--- src/rtl/jstk_pkg.sv ---
// Shared constants and types for the PmodJSTK SPI master: FSM encoding,
// receive byte map and counter sizing helper.
package jstk_pkg;

  localparam int         JSTK_NUM_BYTES  = 5;
  localparam logic [5:0] JSTK_CMD_PREFIX = 6'b100000;

  typedef enum logic [2:0] {
    IDLE,
    SS_SETUP,
    SHIFT,
    GAP,
    DONE
  } jstk_state_t;

  typedef logic [2:0] byte_idx_t;

  localparam byte_idx_t X_LO = 3'd0;
  localparam byte_idx_t X_HI = 3'd1;
  localparam byte_idx_t Y_LO = 3'd2;
  localparam byte_idx_t Y_HI = 3'd3;
  localparam byte_idx_t BTN  = byte_idx_t'(JSTK_NUM_BYTES - 1);

  // A count of 1 still needs a 1-bit register.
  function automatic int cnt_w(input int n);
    return (n > 1) ? $clog2(n) : 1;
  endfunction

endpackage

--- src/rtl/jstk_spi_master_if.sv ---
// Joystick master bus: request/result signals plus the four SPI pins.
// master = the SPI master block, slave = whatever drives start and the joystick side.
interface jstk_spi_master_if;
  logic       start;
  logic [1:0] led_cmd;
  logic       MISO;
  logic       SS;
  logic       SCLK;
  logic       MOSI;
  logic       busy;
  logic [9:0] x_pos;
  logic [9:0] y_pos;
  logic [2:0] buttons;
  logic       data_valid;

  modport master (
    input  start, led_cmd, MISO,
    output SS, SCLK, MOSI, busy, x_pos, y_pos, buttons, data_valid
  );

  modport slave (
    output start, led_cmd, MISO,
    input  SS, SCLK, MOSI, busy, x_pos, y_pos, buttons, data_valid
  );
endinterface

--- src/rtl/jstk_spi_master_shifter.sv ---
// One-byte SPI mode-0 engine, MSB first: 16*SCLK_HALF clocks per byte while go is held.
// No backpressure; byte_done is a combinational pulse on the final SCLK fall.
module spi_byte_shifter
  import jstk_pkg::*;
#(
  parameter int SCLK_HALF = 50
) (
  input  logic       clk,
  input  logic       rst_n,
  input  logic       load,
  input  logic [7:0] tx_byte,
  input  logic       go,
  input  logic       miso,
  output logic       sclk,
  output logic       mosi,
  output logic [7:0] rx_byte,
  output logic       byte_done
);

  localparam int HW = cnt_w(SCLK_HALF);

  logic [HW-1:0] hcnt;
  logic [2:0]    bit_cnt;
  logic [7:0]    tx_sr;
  logic [7:0]    rx_sr;
  logic          half_end;

  assign half_end  = go && (hcnt == HW'(SCLK_HALF - 1));
  assign byte_done = half_end && sclk && (bit_cnt == 3'd7);
  assign mosi      = tx_sr[7];
  assign rx_byte   = rx_sr;

  always_ff @(posedge clk) begin
    if (!rst_n) begin
      hcnt    <= '0;
      bit_cnt <= '0;
      sclk    <= 1'b0;
      tx_sr   <= '0;
      rx_sr   <= '0;
    end else if (load) begin
      hcnt    <= '0;
      bit_cnt <= '0;
      sclk    <= 1'b0;
      tx_sr   <= tx_byte;
    end else if (go) begin
      if (half_end) begin
        hcnt <= '0;
        sclk <= ~sclk;
        // Sample on the rising edge, advance MOSI on the falling edge.
        if (!sclk) begin
          rx_sr <= {rx_sr[6:0], miso};
        end else begin
          tx_sr   <= {tx_sr[6:0], 1'b0};
          bit_cnt <= bit_cnt + 3'd1;
        end
      end else begin
        hcnt <= hcnt + 1'b1;
      end
    end
  end

endmodule

--- src/rtl/jstk_spi_master.sv ---
// PmodJSTK poller: one 5-byte SPI transaction per accepted start, then x/y/buttons with a data_valid pulse.
// Latency 1+SS_SETUP_CYC+80*SCLK_HALF+4*BYTE_GAP_CYC+1 clocks; start is ignored while busy.
module jstk_spi_master
  import jstk_pkg::*;
#(
  parameter int SCLK_HALF    = 50,
  parameter int SS_SETUP_CYC = 1500,
  parameter int BYTE_GAP_CYC = 1000
) (
  input logic                ClkPort,
  input logic                Reset_bar,
  jstk_spi_master_if.master  bus
);

  localparam int SW = cnt_w(SS_SETUP_CYC);
  localparam int GW = cnt_w(BYTE_GAP_CYC);

  jstk_state_t   state, next_state;
  logic [SW-1:0] setup_cnt;
  logic [GW-1:0] gap_cnt;
  byte_idx_t     byte_idx;
  logic [7:0]    cmd;
  logic [7:0]    x_lo, y_lo;
  logic [1:0]    x_hi, y_hi;
  logic [9:0]    x_pos_q, y_pos_q;
  logic [2:0]    buttons_q;

  logic          sh_load, sh_go, sh_sclk, sh_mosi, byte_done;
  logic [7:0]    tx_byte, rx_byte;

  assign tx_byte = (byte_idx == X_LO) ? cmd : 8'h00;

  spi_byte_shifter #(.SCLK_HALF(SCLK_HALF)) u_shifter (
    .clk       (ClkPort),
    .rst_n     (Reset_bar),
    .load      (sh_load),
    .tx_byte   (tx_byte),
    .go        (sh_go),
    .miso      (bus.MISO),
    .sclk      (sh_sclk),
    .mosi      (sh_mosi),
    .rx_byte   (rx_byte),
    .byte_done (byte_done)
  );

  always_ff @(posedge ClkPort) begin
    if (!Reset_bar) state <= IDLE;
    else            state <= next_state;
  end

  always_comb begin
    next_state = state;
    case (state)
      IDLE:     if (bus.start) next_state = SS_SETUP;
      SS_SETUP: if (setup_cnt == SW'(SS_SETUP_CYC - 1)) next_state = SHIFT;
      SHIFT:    if (byte_done) next_state = (byte_idx == BTN) ? DONE : GAP;
      GAP:      if (gap_cnt == GW'(BYTE_GAP_CYC - 1)) next_state = SHIFT;
      DONE:     next_state = IDLE;
      default:  next_state = IDLE;
    endcase
  end

  always_comb begin
    sh_go   = (state == SHIFT);
    sh_load = (next_state == SHIFT) && (state != SHIFT);
    bus.SS         = !((state == SS_SETUP) || (state == SHIFT) || (state == GAP));
    bus.busy       = (state != IDLE);
    bus.data_valid = (state == DONE);
    bus.SCLK       = sh_sclk;
    case (state)
      SS_SETUP, GAP: bus.MOSI = tx_byte[7];
      SHIFT:         bus.MOSI = sh_mosi;
      default:       bus.MOSI = 1'b0;
    endcase
  end

  always_ff @(posedge ClkPort) begin
    if (!Reset_bar) begin
      setup_cnt <= '0;
      gap_cnt   <= '0;
      byte_idx  <= X_LO;
      cmd       <= '0;
      x_lo      <= '0;
      x_hi      <= '0;
      y_lo      <= '0;
      y_hi      <= '0;
      x_pos_q   <= '0;
      y_pos_q   <= '0;
      buttons_q <= '0;
    end else begin
      case (state)
        IDLE: if (bus.start) begin
          cmd       <= {JSTK_CMD_PREFIX, bus.led_cmd};
          setup_cnt <= '0;
          byte_idx  <= X_LO;
        end
        SS_SETUP: setup_cnt <= setup_cnt + 1'b1;
        SHIFT: if (byte_done) begin
          gap_cnt  <= '0;
          byte_idx <= byte_idx + 3'd1;
          // Outputs only move once the final byte lands, so they never mix two polls.
          case (byte_idx)
            X_LO: x_lo <= rx_byte;
            X_HI: x_hi <= rx_byte[1:0];
            Y_LO: y_lo <= rx_byte;
            Y_HI: y_hi <= rx_byte[1:0];
            BTN: begin
              x_pos_q   <= {x_hi, x_lo};
              y_pos_q   <= {y_hi, y_lo};
              buttons_q <= rx_byte[2:0];
            end
            default: ;
          endcase
        end
        GAP: gap_cnt <= gap_cnt + 1'b1;
        default: ;
      endcase
    end
  end

  assign bus.x_pos   = x_pos_q;
  assign bus.y_pos   = y_pos_q;
  assign bus.buttons = buttons_q;

endmodule
--- src/flat_wrapper.sv ---
// flat-port wrapper written by rule: the top's interface ports become plain ports
module jstk_spi_master_flat import jstk_pkg::*;
#(
  parameter int SCLK_HALF    = 50,
  parameter int SS_SETUP_CYC = 1500,
  parameter int BYTE_GAP_CYC = 1000
)
  (ClkPort, Reset_bar, bus_start, bus_led_cmd, bus_MISO, bus_SS, bus_SCLK, bus_MOSI, bus_busy, bus_x_pos, bus_y_pos, bus_buttons, bus_data_valid);
  jstk_spi_master_if bus_i ();
  input logic ClkPort;
  input logic Reset_bar;
  input wire logic [$bits(bus_i.start)-1:0] bus_start;
  input wire logic [$bits(bus_i.led_cmd)-1:0] bus_led_cmd;
  input wire logic [$bits(bus_i.MISO)-1:0] bus_MISO;
  output wire logic [$bits(bus_i.SS)-1:0] bus_SS;
  output wire logic [$bits(bus_i.SCLK)-1:0] bus_SCLK;
  output wire logic [$bits(bus_i.MOSI)-1:0] bus_MOSI;
  output wire logic [$bits(bus_i.busy)-1:0] bus_busy;
  output wire logic [$bits(bus_i.x_pos)-1:0] bus_x_pos;
  output wire logic [$bits(bus_i.y_pos)-1:0] bus_y_pos;
  output wire logic [$bits(bus_i.buttons)-1:0] bus_buttons;
  output wire logic [$bits(bus_i.data_valid)-1:0] bus_data_valid;
  assign bus_i.start = bus_start;
  assign bus_i.led_cmd = bus_led_cmd;
  assign bus_i.MISO = bus_MISO;
  assign bus_SS = bus_i.SS;
  assign bus_SCLK = bus_i.SCLK;
  assign bus_MOSI = bus_i.MOSI;
  assign bus_busy = bus_i.busy;
  assign bus_x_pos = bus_i.x_pos;
  assign bus_y_pos = bus_i.y_pos;
  assign bus_buttons = bus_i.buttons;
  assign bus_data_valid = bus_i.data_valid;
  jstk_spi_master #(.SCLK_HALF(SCLK_HALF), .SS_SETUP_CYC(SS_SETUP_CYC), .BYTE_GAP_CYC(BYTE_GAP_CYC)) u_core (.ClkPort(ClkPort), .Reset_bar(Reset_bar), .bus(bus_i));
endmodule
--- config.mk ---
export PLATFORM = sky130hd
export DESIGN_NAME = jstk_spi_master_flat
export DESIGN_NICKNAME = d
export VERILOG_FILES = /design/src/rtl/jstk_pkg.sv /design/src/rtl/jstk_spi_master_if.sv /design/src/rtl/jstk_spi_master_shifter.sv /design/src/rtl/jstk_spi_master.sv /design/src/flat_wrapper.sv
export SDC_FILE = /design/constraint.sdc
export NUM_CORES = 1
export LEC_CHECK = 0
export ABC_AREA = 0
export ABC_CLOCK_PERIOD_IN_PS = 2900
export BUFFER_PORTS_ARGS = -buffer_cell sky130_fd_sc_hd__buf_2
export CAP_MARGIN = 10
export CORE_MARGIN = 2
export CORE_UTILIZATION = 49
export CTS_CLUSTER_SIZE = 8
export DETAILED_ROUTE_END_ITERATION = 10
export GPL_ROUTABILITY_DRIVEN = 1
export PLACE_DENSITY = 0.7
export SYNTH_ARGS = -nofsm -noshare
export SYNTH_HDL_FRONTEND = slang
export SYNTH_HIERARCHICAL = 1
export SYNTH_SLANG_ARGS = --single-unit
--- constraint.sdc ---
create_clock -name ClkPort -period 2.9 [get_ports ClkPort]
set_input_delay 0.58 -clock ClkPort [delete_from_list [all_inputs] [get_ports ClkPort]]
set_output_delay 0.58 -clock ClkPort [all_outputs]
set_load 0.005 [all_outputs]
* After elaboration in Yosys (flattened, before gate mapping)
Cells that the tools add are included.
** Operators by class
- Add/sub/neg operators :: 5
- Bitwise logic cells :: 3
- Equality and inequality tests :: 16
- Reduce and logical (&&, ||, !) cells :: 31
- Muxes and demuxes :: 20
** Operators by type and width (count)
- 8-bit two-way mux :: 5
- 3-bit AND reduction :: 8
- 11-bit one-hot mux with 2 select lines :: 1
- 3-bit two-way mux :: 7
- 10-bit one-hot mux with 2 select lines :: 1
- 3-bit by 2-bit == test with 1-bit output, second input constant :: 5
- 3-bit one-hot mux with 4 select lines :: 1
- 2-bit nonzero test :: 6
- 11-bit by 1-bit adder with 11-bit output, second input constant :: 1
- 11-bit == test, second input constant :: 1
- 11-bit two-way mux :: 1
- 10-bit by 1-bit adder with 10-bit output, second input constant :: 1
- 10-bit == test, second input constant :: 1
- 10-bit two-way mux :: 1
- 3-bit == test, second input constant :: 3
- 2-bit AND reduction :: 4
- 3-bit by 1-bit adder with 3-bit output, second input constant :: 2
- 6-bit by 1-bit adder with 6-bit output, second input constant :: 1
- 3-bit by 1-bit == test with 1-bit output, second input constant :: 2
- 6-bit == test, second input constant :: 1
- 3-bit zero test :: 2
- 6-bit two-way mux :: 1
- 3-bit one-hot mux with 2 select lines :: 1
- 1-bit logical AND :: 4
- 10 further kinds :: 14
** Word-level totals
- Word-level logic and storage cells :: 92
- Register bits after elaboration :: 99
- Input port bits :: 6

* Longest topological paths before layout
- Depth in word-level cells :: 10
- Depth in mapped cells :: 14

* Modules after synthesis
Netlist, hierarchy kept.
** By module, submodules not included
- jstk_spi_master :: cells each 388, times used 1, sequential area each 1461.4 sq um, area each 3363.2 sq um
- spi_byte_shifter :: cells each 130, times used 1, sequential area each 520.5 sq um, area each 1172.4 sq um

* Least setup slack after synthesis
No wires, ideal clock.
- Kind :: register -> register
- Start :: register u_core.state[2]
- End :: register u_core.u_shifter.hcnt[2]
- Buffers on the path :: 4
- Data arrival time :: 3.045 ns
- Clock period less this slack :: 3.170 ns
- Library setup time :: 0.124 ns
- Stages on the path, launching flop included :: 15
- Data required time :: 2.776 ns
- Path slack :: -0.270 ns
- Cell sequence :: dfxtp_1 > buf_2 > nand2b_1 > nor2_1 > buf_4 > and4b_1 > clkbuf_1 > and3_1 > a41oi_1 > a21oi_1 > nor4_1 > clkbuf_1 > nand2b_1 > o21bai_1 > nor2_1
** Between the ends
- Cells in the longest elaborated chain, start to end :: 9
- Elaborated cells between the ends (all ways) :: 17
- Classes of those cells :: eq/ne (5); mux (6); reduce/logical (6)
** RTL lines
- start: declaration :: line jstk_spi_master.sv:18 : jstk_state_t state, next_state;
- start signal: assignment :: line jstk_spi_master.sv:48 : else state <= next_state;
- 3-bit by 2-bit == test with 1-bit output :: line jstk_spi_master.sv:64 : sh_go = (state == SHIFT);
- net u_core.sh_go :: line jstk_spi_master.sv:28 : logic sh_load, sh_go, sh_sclk, sh_mosi, byte_done;
- 1-bit logical AND :: line jstk_spi_master_shifter.sv:28 : assign half_end = go && (hcnt == HW'(SCLK_HALF - 1));
- 1-bit logical AND (2 in series) :: line jstk_spi_master_shifter.sv:29 : assign byte_done = half_end && sclk && (bit_cnt == 3'd7);
- net u_core.byte_done :: line jstk_spi_master.sv:28
- 3-bit two-way mux :: line jstk_spi_master.sv:56 : SHIFT: if (byte_done) next_state = (byte_idx == BTN) ? DONE : GAP;
- 3-bit one-hot mux with 4 select lines :: line jstk_spi_master.sv:53 : case (state)
- 3-bit by 2-bit == test with 1-bit output :: line jstk_spi_master.sv:65 : sh_load = (next_state == SHIFT) && (state != SHIFT);
- 1-bit logical AND :: line jstk_spi_master.sv:65
- net u_core.sh_load :: line jstk_spi_master.sv:28
- 2-bit OR reduction (no source line)
- end signal: assignment :: line jstk_spi_master_shifter.sv:57 : hcnt <= hcnt + 1'b1;
- end: declaration :: line jstk_spi_master_shifter.sv:22 : logic [HW-1:0] hcnt;
The timed path passes the listed nets, and every way through them passes these cells.
A chain may end at the register's enable or synchronous reset.

* Final worst setup path
- Start :: register u_core.state[1]
- End :: register u_core.u_shifter.rx_sr[0] (netlist: u_core/u_shifter/rx_byte[0])
** Between the ends
- Cells in the longest elaborated chain, start to end :: 10
- Elaborated cells between the ends (all ways) :: 17
- Classes of those cells :: eq/ne (5); mux (5); bitwise (1); reduce/logical (6)
** RTL lines
- 3-bit by 2-bit == test with 1-bit output :: line jstk_spi_master.sv:64
- net u_core.sh_go :: line jstk_spi_master.sv:28
- 1-bit logical AND :: line jstk_spi_master_shifter.sv:28
- 1-bit logical AND (2 in series) :: line jstk_spi_master_shifter.sv:29
- net u_core.byte_done :: line jstk_spi_master.sv:28
- 3-bit two-way mux :: line jstk_spi_master.sv:56
- 3-bit one-hot mux with 4 select lines :: line jstk_spi_master.sv:53
- 3-bit by 2-bit == test with 1-bit output :: line jstk_spi_master.sv:65
- 1-bit logical AND :: line jstk_spi_master.sv:65
- net u_core.sh_load :: line jstk_spi_master.sv:28
- 1-bit inverter (no source line)
- 4-bit AND reduction (no source line)
- end signal: assignment :: line jstk_spi_master_shifter.sv:51 : rx_sr <= {rx_sr[6:0], miso};
- end: declaration :: line jstk_spi_master_shifter.sv:25 : logic [7:0] rx_sr;
The timed path passes the listed nets, and every way through them passes these cells.

==> summary.txt <==
Clock tree
  • Hold buffers post-CTS: 0
  • Worst-case clock buffer depth: 2
  • Worst-Skew Late Latency: 380 ps
  • H-tree depth: 3
  • Clock Pin Slew Worst Setup and Hold Paths: 100 ps
  • CTS tree: built
  • Num CTS Buffers: 9
  • Clock root buffer: clkbuf_8
  • CTS sink cnt: 99

Global routing
  • Grt ovf: 0
  • Global-route wire length before repair: 16000 microns
  • Initial antenna violation count: 0
  • Vias in the first global route: 3436
  • Largest net degree at the start of global routing: 53
  • GRT Total Usage: 0.197

Synth
  • Largest family of logic cells by synthesized area: simple AND/OR/NAND/NOR gates
  • #FFs+latches synth: 99
  • Synth Area in Compound Gates: 0.167
  • Synth top area cells: dfxtp_1 44%, nand2_1 7.5%, mux2i_1 5.5%
  • Xor/xnor cell area share of the yosys netlist: 0.00579
  • Mean post-synth cell area: about 8.8 sq um
  • Mapped Cells: between 500 and 600
  • Syn Std Cell Area: 4540 sq um
  • Top FF cell, synth: dfxtp_1
  • Cell variety after synth: 54
  • Post-synthesis async set-or-reset flop share: 0
  • Synth Area in Adders: 0.0303
  • Yosys top cell area share: 0.437
  • EDFF count, synth: 0
  • Synthesis Warnings: 6
  • Leading area contributor after synthesis: dfxtp_1
  • Post-Synth Simple-Gate Area: 0.268
  • Seq/Total Area, Yosys: 0.437
  • Post-synthesis mux area share: 0.0552

Setup path
  • WP data arrival: about 2800 ps
  • CP startpoint kind: flip-flop
  • CP Class: flip-flop to flip-flop
  • Critical Path Fanout Max: 10
  • WP data required: 3210 ps
  • CP endpoint kind: flip-flop

Drt
  • Antenna Nets Post-Route: 0
  • Initial drt markers: 194
  • DRT Pass-1 Iters: 4
  • Vias/cell: 5.52
  • WL final: 9230 microns
  • DRC Markers: 0
  • Routed wire per std cell: 13.9 microns
  • Via count: 3662

Min path
  • Hold Path Class: input pin to flip-flop

Layout
  • Ratio of cells with drive above 1 in the final layout: 0.136
  • Area Overhead vs Synth: 11.1%
  • Ant diodes: 0
  • Register area: 1980 sq um
  • Nets@finish: 564
  • Multi-input gate area: about 2400 sq um
  • Fillers: between 800 and 900
  • Most frequent cells in the layout: 98 x dfxtp_1, 91 x nand2_1, 33 x buf_2
  • Most common cell after layout, fill and taps aside: dfxtp_1
  • Non-Filler Instances: 663

Die
  • Die area: between 10000 and 15000 sq um
  • Initial Util: 0.498
  • Site Rows: 35
  • Die X: 100 microns
  • # IOs: 34
  • CORE AREA: slightly above 9000 sq um
  • Height of the chip: 100 microns

STA
  • Final hold viol count: 0
  • Fin crit share: 0.869
  • Min Tclk post-route: 2520 ps
  • Fmax achieved: 397 MHz
  • Slew HR: 0.595
  • # setup viols final: 0
  • Setup TNS: 0 ps
  • Tightest Pin Transition: 606 ps
  • Slew Viols, Final: 0
  • Clock Skew: 7.82 ps
  • RSZ-0062 raised after global routing: false

Place
  • Port bufs: 33
  • DP Wirelength: 6090 microns
  • Post-Place Cells: 647
  • Final Wtd Congestion: 0.778

Status
  • Run status: finished, final reports clean

Run
  • MaxCap Viol Count: 0

Power
  • Worst vdd ir: 0.287 mV
  • Pwr dens: 479 nW/um^2
  • Leak: 0.00191 uW
==> layout make-up <==
| cell class | instances | area share |
|---|---|---|
| Timing Repair Buffer | 45 | 0.0507 |
| Clock buffer | 9 | 0.0246 |
| Multi-Input combinational cell | 385 | 0.480 |
| Sequential cell | 99 | 0.394 |
| Inverter | 7 | 0.00522 |
| Clock inverter | 7 | 0.0186 |
| Tap cell | 111 | 0.0276 |
==> where the power goes <==
group,total (uW),internal [uW],switching (uW)
Sequential,1370,1360,6.92
Clock,959,424,535
Combinational,84.6,34.5,50.1
Total,2420,1820,592
==> synthesized netlist by cell type (2+ instances only) <==
master and instances:
a21boi_0 32, a21boi_1 12, a21oi_1 24, a31oi_1 8, a41oi_1 3, and2_1 10
and3_1 3, and3b_1 2, buf_1 2, buf_2 7, clkbuf_1 20, dfxtp_1 99
ha_1 11, inv_1 7, mux2i_1 25, nand2_1 91, nand2b_1 10, nand3_1 25
nand3_2 2, nand3b_1 5, nand4_1 8, nor2_1 20, nor2b_1 16, nor3_1 2
nor3b_1 2, nor4_1 4, nor4_2 2, o21a_1 3, o21ai_0 29, o21bai_1 2
or3_1 5, or4b_1 3, xor2_1 3
==> path summary, 6_finish.rpt <==
check	start	to	slack [ps]	depth (start not counted)
setup / recovery	u_core/state[1]	u_core/u_shifter/rx_byte[0]	380	11
hold / removal	bus_led_cmd[0]	u_core/cmd[0]	440	3
setup reg to reg	u_core/state[1]	u_core/u_shifter/rx_byte[0]	380	11
hold reg to reg	u_core/bus.y_pos[2]	u_core/bus.y_pos[2]	460	2
==> kinds of logic (layout without fill, tap and decap cells) <==
kind of cell               count (synthesis)  count (layout)
muxes                                     25              25
DFF                                       99              99
xor gates and xnor gates                   3               3
AOI/OAI and AO/OA                        119             119
and+or+nand+nor                          222             222
adders and majority gates                 11              11
buffers and inverters                     38              68
other                                      1               5
==> flip-flops by register name, summed over array words and instances, names as in the netlist <==
register                  count
u_core/x_hi                   2
u_core/x_lo                   8
u_core/setup_cnt             11
u_core/y_lo                   8
u_core/u_shifter/hcnt         6
u_core/u_shifter/tx_sr        8
u_core/bus.x_pos             10
u_core/byte_idx               3
u_core/bus.buttons            3
u_core/u_shifter/rx_byte      8
u_core/state                  3
u_core/cmd                    3
u_core/gap_cnt               10
u_core/u_shifter/sclk         1
u_core/bus.y_pos             10
u_core/u_shifter/bit_cnt      3
u_core/y_hi                   2
==> layer usage <==
metal	vias up	track usage	wire, microns	share of wire
met3	13	0.0467	394	0.043
met5	-	0	0	0
met1	1728	0.266	4540	0.49
met2	58	0.315	4180	0.45
met4	0	0.0580	117	0.013
li1	1863	-	-	-
==> timing repair <==
item	in CTS	in global routing
gates resized for setup	0	2
setup buffers	0	0
hold endpoints to repair	0	0
endpoints found under the setup margin	0	26
==> metrics by stage <==
stage	instance area, sq um	utilization	hold slack (ps)	power (uW)	setup slack [ps]
after detailed placement	4810	0.529	447	1490	228
after global placement	4810	0.529	438	1490	362
final	5040	0.553	445	2420	379
after global routing	5040	0.553	445	2510	111
after floorplan	4560	-	430	1470	39.9
after CTS	5030	0.552	417	2450	216
==> worst max-delay path, cell delays in order, from the launching register on <==
cell and delay, ps:
dfxtp_2 430, nand2b_1 90, nor2_1 120, and4b_1 230, and3_1 230, a41oi_1 140
a21oi_1 220, nor4_2 80, buf_4 180, nor4_4 280, buf_4 230, mux2i_1 210
Power figures use the tool's default switching activity.
